===== config.mk =====
export PLATFORM = sky130hd
export DESIGN_NAME = alu_ctrl
export DESIGN_NICKNAME = d
export VERILOG_FILES = /design/src/rtl/alu_pkg.sv /design/src/rtl/alu_ctrl.sv
export SDC_FILE = /design/constraint.sdc
export NUM_CORES = 1
export LEC_CHECK = 0
export ABC_AREA = 1
export BUFFER_PORTS_ARGS = -buffer_cell sky130_fd_sc_hd__buf_2
export CAP_MARGIN = 40
export CORE_MARGIN = 10
export CORE_UTILIZATION = 43
export CTS_CLUSTER_DIAMETER = 40
export CTS_CLUSTER_SIZE = 10
export DETAILED_ROUTE_END_ITERATION = 8
export HOLD_SLACK_MARGIN = 0.08
export PLACE_DENSITY = 0.75
export SLEW_MARGIN = 0
export SYNTH_ARGS = -nofsm -noshare
export SYNTH_HDL_FRONTEND = slang
export SYNTH_SLANG_ARGS = --single-unit

===== constraint.sdc =====
create_clock -name clk -period 1 [get_ports clk]
set_input_delay 0.1 -clock clk [delete_from_list [all_inputs] [get_ports clk]]
set_output_delay 0.1 -clock clk [all_outputs]
set_load 0.05 [all_outputs]

===== src/rtl/alu_pkg.sv =====
// Shared encodings for the ALU command controller: op codes, FSM states and
// the bit positions of the five ALU flags inside a packed response flag word.
package alu_pkg;

  typedef enum logic [1:0] {
    OP_ADD = 2'd0,
    OP_SUB = 2'd1,
    OP_MUL = 2'd2,
    OP_DIV = 2'd3
  } op_t;

  typedef enum logic [1:0] {
    ST_IDLE = 2'd0,
    ST_EXEC = 2'd1,
    ST_RESP = 2'd2
  } state_t;

  localparam int FLG_Z  = 0;
  localparam int FLG_C  = 1;
  localparam int FLG_S  = 2;
  localparam int FLG_P  = 3;
  localparam int FLG_V  = 4;
  localparam int FLG_NB = 5;

  function automatic logic [FLG_NB-1:0] pack_flags(
    input logic zero,
    input logic carry,
    input logic sign,
    input logic parity,
    input logic overflow
  );
    logic [FLG_NB-1:0] f;
    f        = '0;
    f[FLG_Z] = zero;
    f[FLG_C] = carry;
    f[FLG_S] = sign;
    f[FLG_P] = parity;
    f[FLG_V] = overflow;
    return f;
  endfunction

endpackage


===== src/rtl/alu_ctrl.sv =====
// Single-issue command controller for the combinational ALU: latches operands,
// captures the ALU result/flags one cycle later and holds them until consumed.
module alu_ctrl
  import alu_pkg::*;
#(
  parameter int W  = 4,
  parameter int CW = 8
) (
  input  logic          clk,
  input  logic          rst,
  input  logic          cmd_valid,
  output logic          cmd_ready,
  input  logic [1:0]    cmd_op,
  input  logic          cmd_src_acc,
  input  logic [W-1:0]  cmd_a,
  input  logic [W-1:0]  cmd_b,
  output logic [W-1:0]  alu_a,
  output logic [W-1:0]  alu_b,
  output logic [1:0]    alu_select,
  input  logic [W-1:0]  alu_out,
  input  logic          alu_zero,
  input  logic          alu_carry,
  input  logic          alu_sign,
  input  logic          alu_parity,
  input  logic          alu_overflow,
  output logic          rsp_valid,
  input  logic          rsp_ready,
  output logic [W-1:0]  rsp_data,
  output logic [4:0]    rsp_flags,
  output logic          rsp_err,
  output logic [W-1:0]  acc,
  output logic [CW-1:0] op_cnt
);

  state_t          r_state;
  logic            r_cmd_ready;
  logic            r_rsp_valid;
  logic [W-1:0]    r_alu_a;
  logic [W-1:0]    r_alu_b;
  logic [1:0]      r_alu_select;
  logic [W-1:0]    r_rsp_data;
  logic [4:0]      r_rsp_flags;
  logic            r_rsp_err;
  logic [W-1:0]    r_acc;
  logic [CW-1:0]   r_op_cnt;

  logic            w_cmd_fire;
  logic            w_div_zero;
  logic [W-1:0]    w_opnd_a;
  logic [4:0]      w_alu_flags;

  assign w_cmd_fire  = cmd_valid && r_cmd_ready;
  assign w_div_zero  = (cmd_op == OP_DIV) && (cmd_b == '0);
  assign w_opnd_a    = cmd_src_acc ? r_acc : cmd_a;
  assign w_alu_flags = pack_flags(alu_zero, alu_carry, alu_sign, alu_parity, alu_overflow);

  // cmd_ready/rsp_valid are registered alongside the state so they stay a
  // pure function of the state and never see cmd_valid combinationally.
  always_ff @(posedge clk) begin
    if (rst) begin
      r_state      <= ST_IDLE;
      r_cmd_ready  <= 1'b1;
      r_rsp_valid  <= 1'b0;
      r_alu_a      <= '0;
      r_alu_b      <= '0;
      r_alu_select <= '0;
      r_rsp_data   <= '0;
      r_rsp_flags  <= '0;
      r_rsp_err    <= 1'b0;
      r_acc        <= '0;
      r_op_cnt     <= '0;
    end else begin
      case (r_state)
        ST_IDLE: begin
          if (w_cmd_fire) begin
            r_alu_a     <= w_opnd_a;
            r_alu_b     <= cmd_b;
            r_cmd_ready <= 1'b0;
            if (w_div_zero) begin
              // Never show a divide-by-zero to the ALU; answer immediately.
              r_alu_select <= OP_ADD;
              r_rsp_data   <= '0;
              r_rsp_flags  <= '0;
              r_rsp_err    <= 1'b1;
              r_rsp_valid  <= 1'b1;
              r_state      <= ST_RESP;
            end else begin
              r_alu_select <= cmd_op;
              r_state      <= ST_EXEC;
            end
          end
        end
        ST_EXEC: begin
          r_rsp_data  <= alu_out;
          r_rsp_flags <= w_alu_flags;
          r_rsp_err   <= 1'b0;
          r_acc       <= alu_out;
          r_rsp_valid <= 1'b1;
          r_state     <= ST_RESP;
        end
        ST_RESP: begin
          if (rsp_ready) begin
            r_op_cnt    <= r_op_cnt + CW'(1);
            r_rsp_valid <= 1'b0;
            r_cmd_ready <= 1'b1;
            r_state     <= ST_IDLE;
          end
        end
        default: begin
          r_rsp_valid <= 1'b0;
          r_cmd_ready <= 1'b1;
          r_state     <= ST_IDLE;
        end
      endcase
    end
  end

  assign cmd_ready  = r_cmd_ready;
  assign rsp_valid  = r_rsp_valid;
  assign alu_a      = r_alu_a;
  assign alu_b      = r_alu_b;
  assign alu_select = r_alu_select;
  assign rsp_data   = r_rsp_data;
  assign rsp_flags  = r_rsp_flags;
  assign rsp_err    = r_rsp_err;
  assign acc        = r_acc;
  assign op_cnt     = r_op_cnt;

endmodule


Yosys cells after proc, flatten, opt, wreduce, memory -nomap -nowiden:

Cells that the tools add are included.

* register bits: 36
* output and inout bits: 34
* logic and storage cells: 50

* $add $sub $neg: 1
* eq/ne operators: 6
* muxes and demuxes: 20
* bitwise logic cells: 1
* reductions and logical operators: 11

Operator list (number)
* 4-bit two-way mux: 3
* 5-bit two-way mux: 2
* 5-bit case mux with 2 select lines: 1
* 3-bit AND reduction: 3
* 8-bit by 1-bit adder with 8-bit output, second input constant: 1
* 2-bit two-way mux: 4
* 4-bit case mux with 2 select lines: 1
* 2-bit != test, second input constant: 3
* 1-bit case mux with 3 select lines: 2
* 2-bit case mux with 3 select lines: 1
* 2-bit AND reduction: 3
* 1-bit two-way mux: 5
* 2-bit equality test, second input constant: 2
* 4-bit logical NOT: 1
* 2-bit by 1-bit equality test with 1-bit output, second input constant: 1
* 1-bit logical AND: 2
* 2-bit logical NOT: 1
* 1-bit case mux with 2 select lines: 1
* 2-bit nonzero test: 1
* 1-bit NOT: 1

Depth between registers and ports, before layout:

Gate-level depths: netlist of the first run.

* depth in word-level cells: 5
* gate-level depth with buffers: 7
* mapped depth without buffers: 7

Worst setup path after synthesis of the first run:

Ideal clock, no wire load.

* kind: flip-flop to flip-flop
* from: register r_op_cnt[0] (netlist: op_cnt[0])
* to: register r_op_cnt[4] (netlist: op_cnt[4])
* library setup time: 0.117 ns
* arrival: 1.346 ns
* required time: 0.883 ns
* path slack: -0.463 ns
* stages on the path, launching flop included: 7
* clock period less this slack: 1.463 ns
* path through: dfxtp_1 -> ha_1 -> inv_1 -> nor3_2 -> nand3_1 -> nand2_1 -> nor2_1

* word-level cells in the longest chain between the ends: 1

Ends and longest elaborated chain
* from (decl): line alu_ctrl.sv:45 `logic [CW-1:0] r_op_cnt;`
* from (signal assigned): line alu_ctrl.sv:103 `r_op_cnt <= r_op_cnt + CW'(1);`
* 8-bit by 1-bit adder with 8-bit output: line alu_ctrl.sv:103

No other way between the ends.
A chain may end at the register's enable or synchronous reset.

Worst setup path after layout of the first run:

* from: register r_cmd_ready (netlist: cmd_ready)
* to: register r_alu_a[0] (netlist: alu_a[0])

* word-level cells in the longest chain between the ends: 2

Ends and longest elaborated chain
* from (decl): line alu_ctrl.sv:36 `logic r_cmd_ready;`
* from (signal assigned): line alu_ctrl.sv:62 `r_cmd_ready <= 1'b1;`
* from (signal assigned): line alu_ctrl.sv:78 `r_cmd_ready <= 1'b0;`
* from (signal assigned): line alu_ctrl.sv:105 `r_cmd_ready <= 1'b1;`
* 1-bit logical AND: line alu_ctrl.sv:52 `assign w_cmd_fire = cmd_valid && r_cmd_ready;`
* 2-bit AND reduction (no source line)
* to (signal assigned): line alu_ctrl.sv:76 `r_alu_a <= w_opnd_a;`
* to (decl): line alu_ctrl.sv:38 `logic [W-1:0] r_alu_a;`

No other way between the ends.

==> results of run 1 <==
worst register-to-register path, cell delays in order (launching register included):
cell and delay, ns:
dfxtp_4 0.40, nand2_4 0.09, nor3_4 0.27, buf_4 0.21, o21ai_0 0.12, nor2_1 0.11
layout make-up:
class | count | area (sq um) | share of cell area
timing repair buffer | 114 | 1140 | 0.367
clock inverter | 3 | 41.3 | 0.0133
tap | 46 | 57.6 | 0.0185
sequential | 36 | 797 | 0.256
inverter | 22 | 87.6 | 0.0281
clock buffer | 5 | 37.5 | 0.0121
multi-input combinational | 132 | 950 | 0.305
power by group:
group          switching (W)  total (W)  internal, W
Combinational        0.00176    0.00306      0.00130
Sequential          0.000282    0.00199      0.00170
Clock               0.000568    0.00109     0.000524
Total                0.00261    0.00614      0.00353
registers in the layout (all words and copies together), names as in the netlist:
register / cells
cmd_ready: 1
r_state: 2
rsp_data: 4
alu_select: 2
acc: 4
alu_b: 4
rsp_err: 1
alu_a: 4
op_cnt: 8
rsp_valid: 1
rsp_flags: 5
stage by stage:
stage               setup slack (ns)  hold WS, ns  std cells  TNS [ns]  instance area (sq um)
detailed placement            -0.116        0.349        309     -1.66                   2080
global route                  -0.287        0.173        358     -6.97                   3110
CTS                          -0.0936        0.102        339     -1.80                   2740
global placement             -0.0984        0.346        309    -0.971                   2080
floorplan                     -0.131        0.235        196     -1.83                   1620
finish                        -0.254        0.174        358     -5.53                   3110
worst min path at each step:
| stage | to | slack [ns] | cells after the start |
|---|---|---|---|
| after detailed placement | alu_b[1] | 0.35 | 3 |
| after global placement | alu_b[0] | 0.35 | 3 |
| after CTS | alu_a[1] | 0.10 | 5 |
| final | alu_b[2] | 0.17 | 5 |
| after floorplan | alu_b[0] | 0.23 | 2 |
| after global routing | op_cnt[4] | 0.17 | 5 |
cells in the final DEF, fill, tap and decap left out, types with 3 or more instances in the layout:
cell type,Yosys,final
nand2_2,1,7
buf_6,0,14
nor2_4,1,4
nand2_4,0,6
inv_1,21,17
a21oi_2,0,16
o21ai_1,1,5
inv_4,0,3
clkbuf_4,0,5
nor2_2,1,3
nand3_2,1,6
a21oi_1,22,6
nand3_1,15,5
o21ai_0,18,9
buf_4,1,30
dlygate4sd3_1,0,15
o21ai_2,0,4
dfxtp_4,0,13
inv_2,1,3
buf_8,0,29
nand2_1,29,17
buf_2,5,23
dfxtp_2,0,22
nand3_4,1,7
nor2_1,31,26
buf_12,0,3
cells by family (layout without fill, tap and decap cells):
family / after synthesis / after routing / synth area share
DFF: 36 / 36 / 0.485
and+or+nand+nor: 85 / 86 / 0.265
xor gates and xnor gates: 1 / 1 / 0.00590
adders and majority gates: 1 / 1 / 0.00842
AOI/OAI and AO/OA: 44 / 44 / 0.156
buffers and inverters: 29 / 144 / 0.0800
metal layers:
layer,global-route usage,share of wire
met1,0.174,0.32
met3,0.0766,0.083
met4,0.0824,0.072
met2,0.324,0.53
met5,0,0
repair_timing:
action / 4_1_cts / 5_1_grt
hold buffers: 15 / 0
gates cloned: 3 / 0
endpoints found under the setup margin: 70 / 70
setup buffers: 4 / 19
resized for setup: 138 / 65
pin swaps: 14 / 16
hold endpoints to repair: 19 / 0
==> results.json, run 1 <==
{
  "status": "complete, but fails checks",
  "violations": "negative setup slack",
  "wl_um": 7700,
  "hold_start": "rst",
  "rsz0062_at_grt": "true",
  "cpLargestDelayFamily": "simple AND/OR/NAND/NOR gates",
  "timing.rr.end": "alu_a[0]",
  "r2r-start": "cmd_ready",
  "yosysTopAreaCell": "dfxtp_1",
  "finalCriticalPeriod_ns": 1.25,
  "finalPower_w": 0.00614,
  "syn_avg_cell_area_sq_um": 7.58,
  "worstSetupEndpoint": "alu_a[0]",
  "area_growth_pct": 110,
  "ir_drop_v": 0.00197,
  "ys_ff_latch": 36,
  "final_nets": 336,
  "core_area_sq_mm": 0.00334,
  "slowest_delay_ns": 0.40,
  "synth-main-ff-cell": "dfxtp_1",
  "power_leakage_nw": 1.34,
  "critPathRequiredTime_ns": 1.30,
  "grt_pass1_wl_um": 8760,
  "worstSetupPathDepth": 5,
  "ys_seq_area_frac": 0.485,
  "vias": 1983,
  "antenna_found_initial": 0,
  "dr.pass1.iters": 5,
  "cp.arrival_ns": 1.55,
  "htree_num_levels": 2,
  "cts_tree": "yes",
  "fmax_ghz": 0.797,
  "grt.total_usage": 0.180,
  "synth_edf_count": 0,
  "async_reset_ff_frac": 0,
  "dieArea_sq_mm": 0.00620,
  "power_density_mw_per_mm2": 1970,
  "clk_latency_ns": 0.36,
  "finalCritPeriodShare": 1.25,
  "drtIter0Drc": 158,
  "reg2reg_depth": 5,
  "crit_fanout": 6,
  "antenna_cells": 0,
  "clock-sinks": 36,
  "wl_per_cell_um": 21.5,
  "routabilityCongestion": 0.747,
  "setup_viol": 46,
  "synth_nets": 221,
  "setup_ws_ns": -0.254,
  "viasPerCell": 5.54,
  "io_pins": 58,
  "slew_headroom": 0.667,
  "initial_core_util": 0.445,
  "drv_cap": 0,
  "worstPathCellList": "nand2_4, nor3_4, buf_4, o21ai_0, nor2_1",
  "synth_most_common_cell": "dfxtp_1",
  "start_kind": "flip-flop",
  "crit_path_end_kind": "flip-flop",
  "worstMarginPinSlew_ns": 0.497,
  "post-route-drc-count": 0,
  "place_hpwl_um": 3130,
  "critPathLaunch": "cmd_ready",
  "clkTransAtPathRegs_ns": 0.12,
  "globalRouteOverflowTotal": 0,
  "worst-setup-path-type": "flip-flop to flip-flop",
  "synth_cells": 196,
  "grt_max_degree": 19,
  "critical_path.slowest_cell": "dfxtp_4",
  "worst-path-buf-inv": 1,
  "fill_cells": 110,
  "synth_area_leaders": "dfxtp_1 (49%), nor2_1 (7.8%), a21oi_1 (7.4%), nand2_1 (7.3%), o21ai_0 (6.1%)",
  "drv_slew": 0,
  "die_y_um": 78.8,
  "num_rows": 21,
  "final_util": 0.933,
  "syn-cell-area_sq_mm": 0.00149,
  "finalHoldViolCount": 0,
  "synth_top_area_share": 0.485,
  "synthDistinctLibCells": 25,
  "grt_pass1_vias": 1767,
  "postRouteAntennaNets": 0,
  "port_buffers": 57,
  "netlist_top_cells_count": "dfxtp_1 (36), nor2_1 (31), nand2_1 (29)",
  "die_w_um": 78.8,
  "r2r_slack_ns": -0.25,
  "clk_path_buf_depth": 2,
  "layout-drive-gt1-share": 0.657,
  "hold_path_class": "input port to flip-flop",
  "fin_skew_ns": 0.00432,
  "ys.warnings.count": 0,
  "cts_buffers": 5,
  "ctsRootBufferMaster": "clkbuf_4"
}
No activity file was read; power rests on OpenSTA's default activity.
==> run 2, diff against run 1 <==
- ABC_AREA: 1 -> default
- CORE_UTILIZATION: 43 -> 44
==> run 2 against run 1 <==
  * Synthesized cell count is 15% lower
  * Register-to-register slack worse by 0.096 ns
  * The run still ends with negative setup slack left
  * Via count is 8.0% lower
  * Sequential cell count stayed put
  * Hold slack worse by 0.11 ns
  * Non-clock buffer count is 7 lower
  * First-iteration DRC count is 6.3% lower
  * Count of clock-buffer cells in the layout is 2 higher
  * Cell count is 12% lower
  * Global-route usage is 1.9 points lower
  * Routed wire length is 12% lower
  * Core utilization is 4.6 points lower
==> results.json, run 2 <==
{
  "status": "complete, but fails checks",
  "violations": "negative setup slack",
  "synth_cells": 166,
  "final_util": 0.887,
  "io_pins": 58,
  "synth-compound-area-share": 0.188,
  "largest_register_ffs": 8,
  "dr.pass1.iters": 4,
  "vias": 1824,
  "globalRouteOverflowTotal": 0,
  "setup_viol": 49,
  "power_leakage_nw": 1.26,
  "cp.arrival_ns": 1.63,
  "grt_max_degree": 21,
  "post-route-drc-count": 0,
  "drv_cap": 0,
  "synthXorXnorAreaFrac": 0.0111,
  "num_rows": 21,
  "htree_num_levels": 2,
  "rsz0062_at_grt": "true",
  "drtIter0Drc": 148,
  "fmax_ghz": 0.741,
  "start_kind": "flip-flop",
  "clk_latency_ns": 0.37,
  "yosysTopAreaCell": "dfxtp_1",
  "cts_buffers": 5,
  "setup_ws_ns": -0.350,
  "p_sw_w": 0.00125,
  "critical_path.slowest_cell": "and4bb_4",
  "finalNonFillerCells": 315,
  "grt_pass1_wl_um": 8280,
  "p_seq_frac": 0.434,
  "worstPathCellList": "buf_6, and4bb_4, nor2_1, a211oi_1",
  "synth_area_leaders": "dfxtp_1 (46%), mux2i_1 (5.7%), or3b_2 (5.0%), a22oi_1 (4.3%), o22ai_1 (3.6%)",
  "slew_headroom": 0.735,
  "synth-simple-area-share": 0.221,
  "internal_power_w": 0.00244,
  "ir_drop_v": 0.00122,
  "pre_cts_ws_ns": -0.294,
  "mostFrequentLayoutCells": "buf_4 (28), buf_6 (25), dfxtp_4 (24)",
  "slowest_delay_ns": 0.43,
  "critPathRequiredTime_ns": 1.28,
  "wl_um": 6740,
  "antenna_cells": 0,
  "worst-setup-path-type": "flip-flop to flip-flop",
  "async_reset_ff_frac": 0,
  "core_area_sq_mm": 0.00342,
  "clock-sinks": 36,
  "cts_tree": "yes",
  "setup_tns_ns": -8.25,
  "synthDistinctLibCells": 41,
  "clk_path_buf_depth": 2,
  "syn_avg_cell_area_sq_um": 9.52,
  "netlist_top_cells_count": "dfxtp_1 (36), nor2_1 (14), nand2_1 (12)",
  "holdWs_ns": 0.0670,
  "place_hpwl_um": 3360,
  "grt_pass1_vias": 1713,
  "finalCriticalPeriod_ns": 1.35,
  "layout-drive-gt1-share": 0.699,
  "reg2reg_depth": 4,
  "synth_top_area_share": 0.456,
  "fin_skew_ns": 0.0130,
  "clkTransAtPathRegs_ns": 0.12,
  "finalHoldViolCount": 0,
  "dieArea_sq_mm": 0.00639,
  "combPwrFrac": 0.310,
  "hold_path_class": "input port to flip-flop",
  "syn-cell-area_sq_mm": 0.00158,
  "ctsRootBufferMaster": "clkbuf_4",
  "initial_core_util": 0.463,
  "ys_seq_area_frac": 0.456,
  "crit_fanout": 7,
  "synth-main-ff-cell": "dfxtp_1",
  "final_nets": 293,
  "die_w_um": 79.9,
  "power_density_mw_per_mm2": 1220,
  "ys_ff_latch": 36,
  "antenna_found_initial": 0,
  "worstMarginPinSlew_ns": 0.397,
  "synth_nets": 191,
  "wl_per_cell_um": 21.4,
  "synthAdderAreaFrac": 0.00792,
  "place_inst": 287,
  "p_sw_frac": 0.339,
  "whs_path_depth": 3,
  "synth_top_family_by_area": "simple AND/OR/NAND/NOR gates",
  "postRouteAntennaNets": 0,
  "die_y_um": 79.9,
  "area_growth_pct": 91.7,
  "finalCritPeriodShare": 1.35,
  "synth_mux_area_frac": 0.0641,
  "clockPowerShare": 0.257,
  "grt.total_usage": 0.160,
  "drv_slew": 0,
  "port_buffers": 57,
  "synth_edf_count": 0,
  "ys.warnings.count": 0,
  "viasPerCell": 5.79,
  "crit_path_end_kind": "flip-flop",
  "synth_most_common_cell": "dfxtp_1",
  "layout_commonest_cell": "buf_4",
  "routabilityCongestion": 0.755
}
==> run 2: changes by cell type in the layout (fill, tap and decap cells not counted), sizes merged, moves of 5 or more <==
cell,delta
a211oi,+5
a21oi,-11
a22oi,+9
dlygate4sd3,-5
inv,-19
mux2i,+9
nand2,-18
nand3,-16
nor2,-19
o21ai,-17
o22ai,+9
or3b,+9
==> run 2: kinds of logic after synthesis <==
family,Yosys count
buffers and inverters,17
and+or+nand+nor,55
adders and majority gates,1
xor gates and xnor gates,2
AOI/OAI and AO/OA,45
muxes,10
DFF,36
==> run 2: layout make-up <==
cell class / instances / area, sq um
repair buffers: 107 / 1030
fillers: 135 / 387
flip-flops and latches: 36 / 825
multi-input cells: 114 / 1030
well taps: 46 / 57.6
clock buffers: 7 / 66.3
clock inverters: 1 / 5.00
inverters: 4 / 15.0
==> run 2: routing by layer <==
| metal | global-route usage | share of wire | vias up |
|---|---|---|---|
| met4 | 0.0704 | 0.047 | 0 |
| met1 | 0.181 | 0.38 | 891 |
| met2 | 0.272 | 0.51 | 83 |
| met3 | 0.0473 | 0.065 | 32 |
| met5 | 0 | 0 | - |
| li1 | - | - | 818 |
==> run 2: worst max-delay path, delay by kind of cell, from the launching register on <==
kind,cells,cell delay (ns)
and+or+nand+nor,2,0.49
buffers and inverters,1,0.14
DFF,1,0.38
AOI/OAI and AO/OA,1,0.24
==> run 2: final timing paths <==
check,end,startpoint,slack [ns]
max,alu_a[2],r_state[1],-0.35
min,rsp_flags[1],alu_carry,0.07
max reg2reg,alu_a[2],r_state[1],-0.35
min reg2reg,alu_select[1],alu_select[1],0.49
==> run 2: repair_timing <==
item                                   CTS  global route
cloned                                   0             1
setup buffers                            2             7
hold buffers                            10             0
endpoints found under the hold margin   12             0
setup endpoints to repair               69            67
pin swaps                                8            16
resized for setup                       95            65
==> run 2: stage by stage <==
stage / instance area (sq um) / power, W
3_3_place_gp: 2230 / 0.00237
4_1_cts: 2750 / 0.00346
2_1_floorplan: 1740 / 0.00213
5_1_grt: 3030 / 0.00380
6_report: 3030 / 0.00369
3_5_place_dp: 2230 / 0.00238
==> run 2: power by group through the flow <==
stage | registers, W | logic [W] | clock network [W]
2_1_floorplan | 0.00184 | 0.000294 | 0
3_3_place_gp | 0.00158 | 0.000790 | 0
3_5_place_dp | 0.00158 | 0.000800 | 0
4_1_cts | 0.00157 | 0.000969 | 0.000920
5_1_grt | 0.00161 | 0.00119 | 0.00100
6_report | 0.00160 | 0.00114 | 0.000946
==> run 3, diff against run 2 <==
==> constraint.sdc (replaced) <==
create_clock -name clk -period 1 [get_ports clk]
set_input_delay 0.05 -clock clk [delete_from_list [all_inputs] [get_ports clk]]
set_output_delay 0.05 -clock clk [all_outputs]
set_load 0.05 [all_outputs]
==> run 3 against run 2 <==
  * The run still ends with negative setup slack left
  * Count of clock-buffer cells in the layout down 1
  * Sequential cell count did not move
  * Cell area grew 2.0%
  * Register-to-register slack worse by 0.02 ns
  * Global-route usage up 2.6 points
  * Worst setup slack lost 0.023 ns
  * Critical path type unchanged
==> results.json, run 3 (synthesized netlist as in run 2, its figures left out) <==
{
  "status": "complete, but fails checks",
  "violations": "negative setup slack",
  "routabilityCongestion": 0.751,
  "top_usage_layer": "met2",
  "final_nets": 302,
  "area_growth_pct": 95.5,
  "hold_path_class": "input port to flip-flop",
  "rsz0062_at_grt": "true",
  "clk_path_buf_depth": 2,
  "dr.pass1.iters": 4,
  "largest_register_ffs": 8,
  "clk_latency_ns": 0.34,
  "p_seq_frac": 0.419,
  "port_buffers": 57,
  "die_w_um": 79.9,
  "viasPerCell": 5.77,
  "wl_per_cell_um": 21.7,
  "grt_pass1_vias": 1899,
  "drv_cap": 0,
  "mostFrequentLayoutCells": "buf_6 (43), buf_4 (26), buf_2 (23)",
  "power_leakage_nw": 1.27,
  "slew_headroom": 0.735,
  "antenna_cells": 0,
  "layout_commonest_cell": "buf_6",
  "start_kind": "flip-flop",
  "die_y_um": 79.9,
  "clkTransAtPathRegs_ns": 0.11,
  "critPathRequiredTime_ns": 1.28,
  "initial_core_util": 0.463,
  "globalRouteOverflowTotal": 0,
  "cts_buffers": 5,
  "hold_end": "alu_b[2]",
  "postRouteAntennaNets": 0,
  "internal_power_w": 0.00258,
  "antenna_found_initial": 0,
  "grtUsageMet3": 0.0721,
  "finalCritPeriodShare": 1.37,
  "power_density_mw_per_mm2": 1230,
  "crit_path_end_kind": "flip-flop",
  "slowest_delay_ns": 0.47,
  "htree_num_levels": 2,
  "hold_start": "cmd_b[2]",
  "vias": 1871,
  "p_sw_frac": 0.323,
  "timing.rr.end": "op_cnt[4]",
  "whs_path_depth": 4,
  "combPwrFrac": 0.317,
  "fin_skew_ns": 0.00996,
  "ir_drop_v": 0.00142,
  "io_pins": 58,
  "post-route-drc-count": 0,
  "ctsRootBufferMaster": "clkbuf_4",
  "layout-drive-gt1-share": 0.687,
  "grt.total_usage": 0.187,
  "grt_use_met2": 0.328,
  "fill_cells": 146,
  "worst-setup-path-type": "flip-flop to flip-flop",
  "dieArea_sq_mm": 0.00639,
  "r2r_slack_ns": -0.37,
  "setup_ws_ns": -0.373,
  "r2r-start": "op_cnt[1]",
  "grt_pass1_wl_um": 9450,
  "clock-sinks": 36,
  "core_area_sq_mm": 0.00342,
  "setup_tns_ns": -7.73,
  "worstMarginPinSlew_ns": 0.397,
  "num_rows": 21,
  "worstPathCellList": "ha_4, nand4b_1, or3_1, a21oi_2",
  "drv_slew": 0,
  "critical_path.slowest_cell": "or3_1",
  "cts_tree": "yes",
  "drtIter0Drc": 95,
  "finalCriticalPeriod_ns": 1.37,
  "p_sw_w": 0.00123,
  "grtUsageMet1": 0.195,
  "crit_fanout": 5,
  "fmax_ghz": 0.728,
  "cp.arrival_ns": 1.65,
  "place_hpwl_um": 3340,
  "place_inst": 285,
  "wl_um": 7030,
  "setup_viol": 39,
  "clockPowerShare": 0.264,
  "grt_max_degree": 23,
  "finalHoldViolCount": 0,
  "reg2reg_depth": 4,
  "finalNonFillerCells": 324
}
==> run 3: changes by cell type in the layout (fill, tap and decap cells not counted), sizes merged <==
cell         change
bufinv           +1
buf              +3
clkbuf           -1
dlygate4sd3      +6
==> run 3: how the worst max path moves through the flow <==
stage	to	startpoint	cells after the start
2_1_floorplan	op_cnt[4]	op_cnt[0]	4
3_3_place_gp	alu_select[0]	r_state[1]	4
3_5_place_dp	alu_select[0]	r_state[1]	4
4_1_cts	op_cnt[6]	op_cnt[0]	4
5_1_grt	op_cnt[4]	op_cnt[1]	4
6_report	op_cnt[4]	op_cnt[1]	4
==> run 3: area by class of cell <==
type / count / area (sq um) / share of cell area
well taps: 46 / 57.6 / 0.0186
flip-flops and latches: 36 / 810 / 0.262
clock buffers: 6 / 41.3 / 0.0134
clock inverters: 2 / 35.0 / 0.0113
inverters: 4 / 15.0 / 0.00486
multi-input cells: 114 / 1030 / 0.335
repair buffers: 116 / 1100 / 0.355
==> run 3: power by group through the flow <==
stage / logic [W] / clock network (W) / registers (W)
after CTS: 0.00102 / 0.00101 / 0.00156
after global placement: 0.000791 / 0 / 0.00158
after detailed placement: 0.000801 / 0 / 0.00158
after global routing: 0.00126 / 0.00109 / 0.00160
final: 0.00121 / 0.00100 / 0.00159
after floorplan: 0.000297 / 0 / 0.00184
==> run 3: timing repair <==
item,in CTS,in global routing
pin swaps,29,22
hold buffers,15,1
resized for setup,78,63
setup buffers,7,8
hold endpoints to repair,20,1
setup endpoints to repair,68,66
gates cloned,2,0
==> run 3: through the flow <==
stage	hold slack (ns)	worst slack (ns)	total power, W	utilization	instance area, sq um
2_1_floorplan	0.186	-0.268	0.00214	-	1740
3_3_place_gp	0.323	-0.269	0.00237	0.653	2230
3_5_place_dp	0.330	-0.321	0.00238	0.653	2230
4_1_cts	0.0782	-0.274	0.00360	0.821	2800
5_1_grt	0.0995	-0.446	0.00395	0.904	3090
6_report	0.106	-0.373	0.00380	0.904	3090
==> run 3: per-layer routing <==
metal  wire (um)  part of all wire  vias up
met1        2600              0.37      910
li1            -                 -      834
met2        3620              0.51      103
met4         301             0.043        0
met5           0                 0        -
met3         510             0.073       24
==> run 3: worst max-delay path, delay by kind of cell, from the launching register on <==
kind,cells,cell delay (ns)
and+or+nand+nor,2,0.69
adders and majority gates,1,0.12
DFF,1,0.38
AOI/OAI and AO/OA,1,0.12
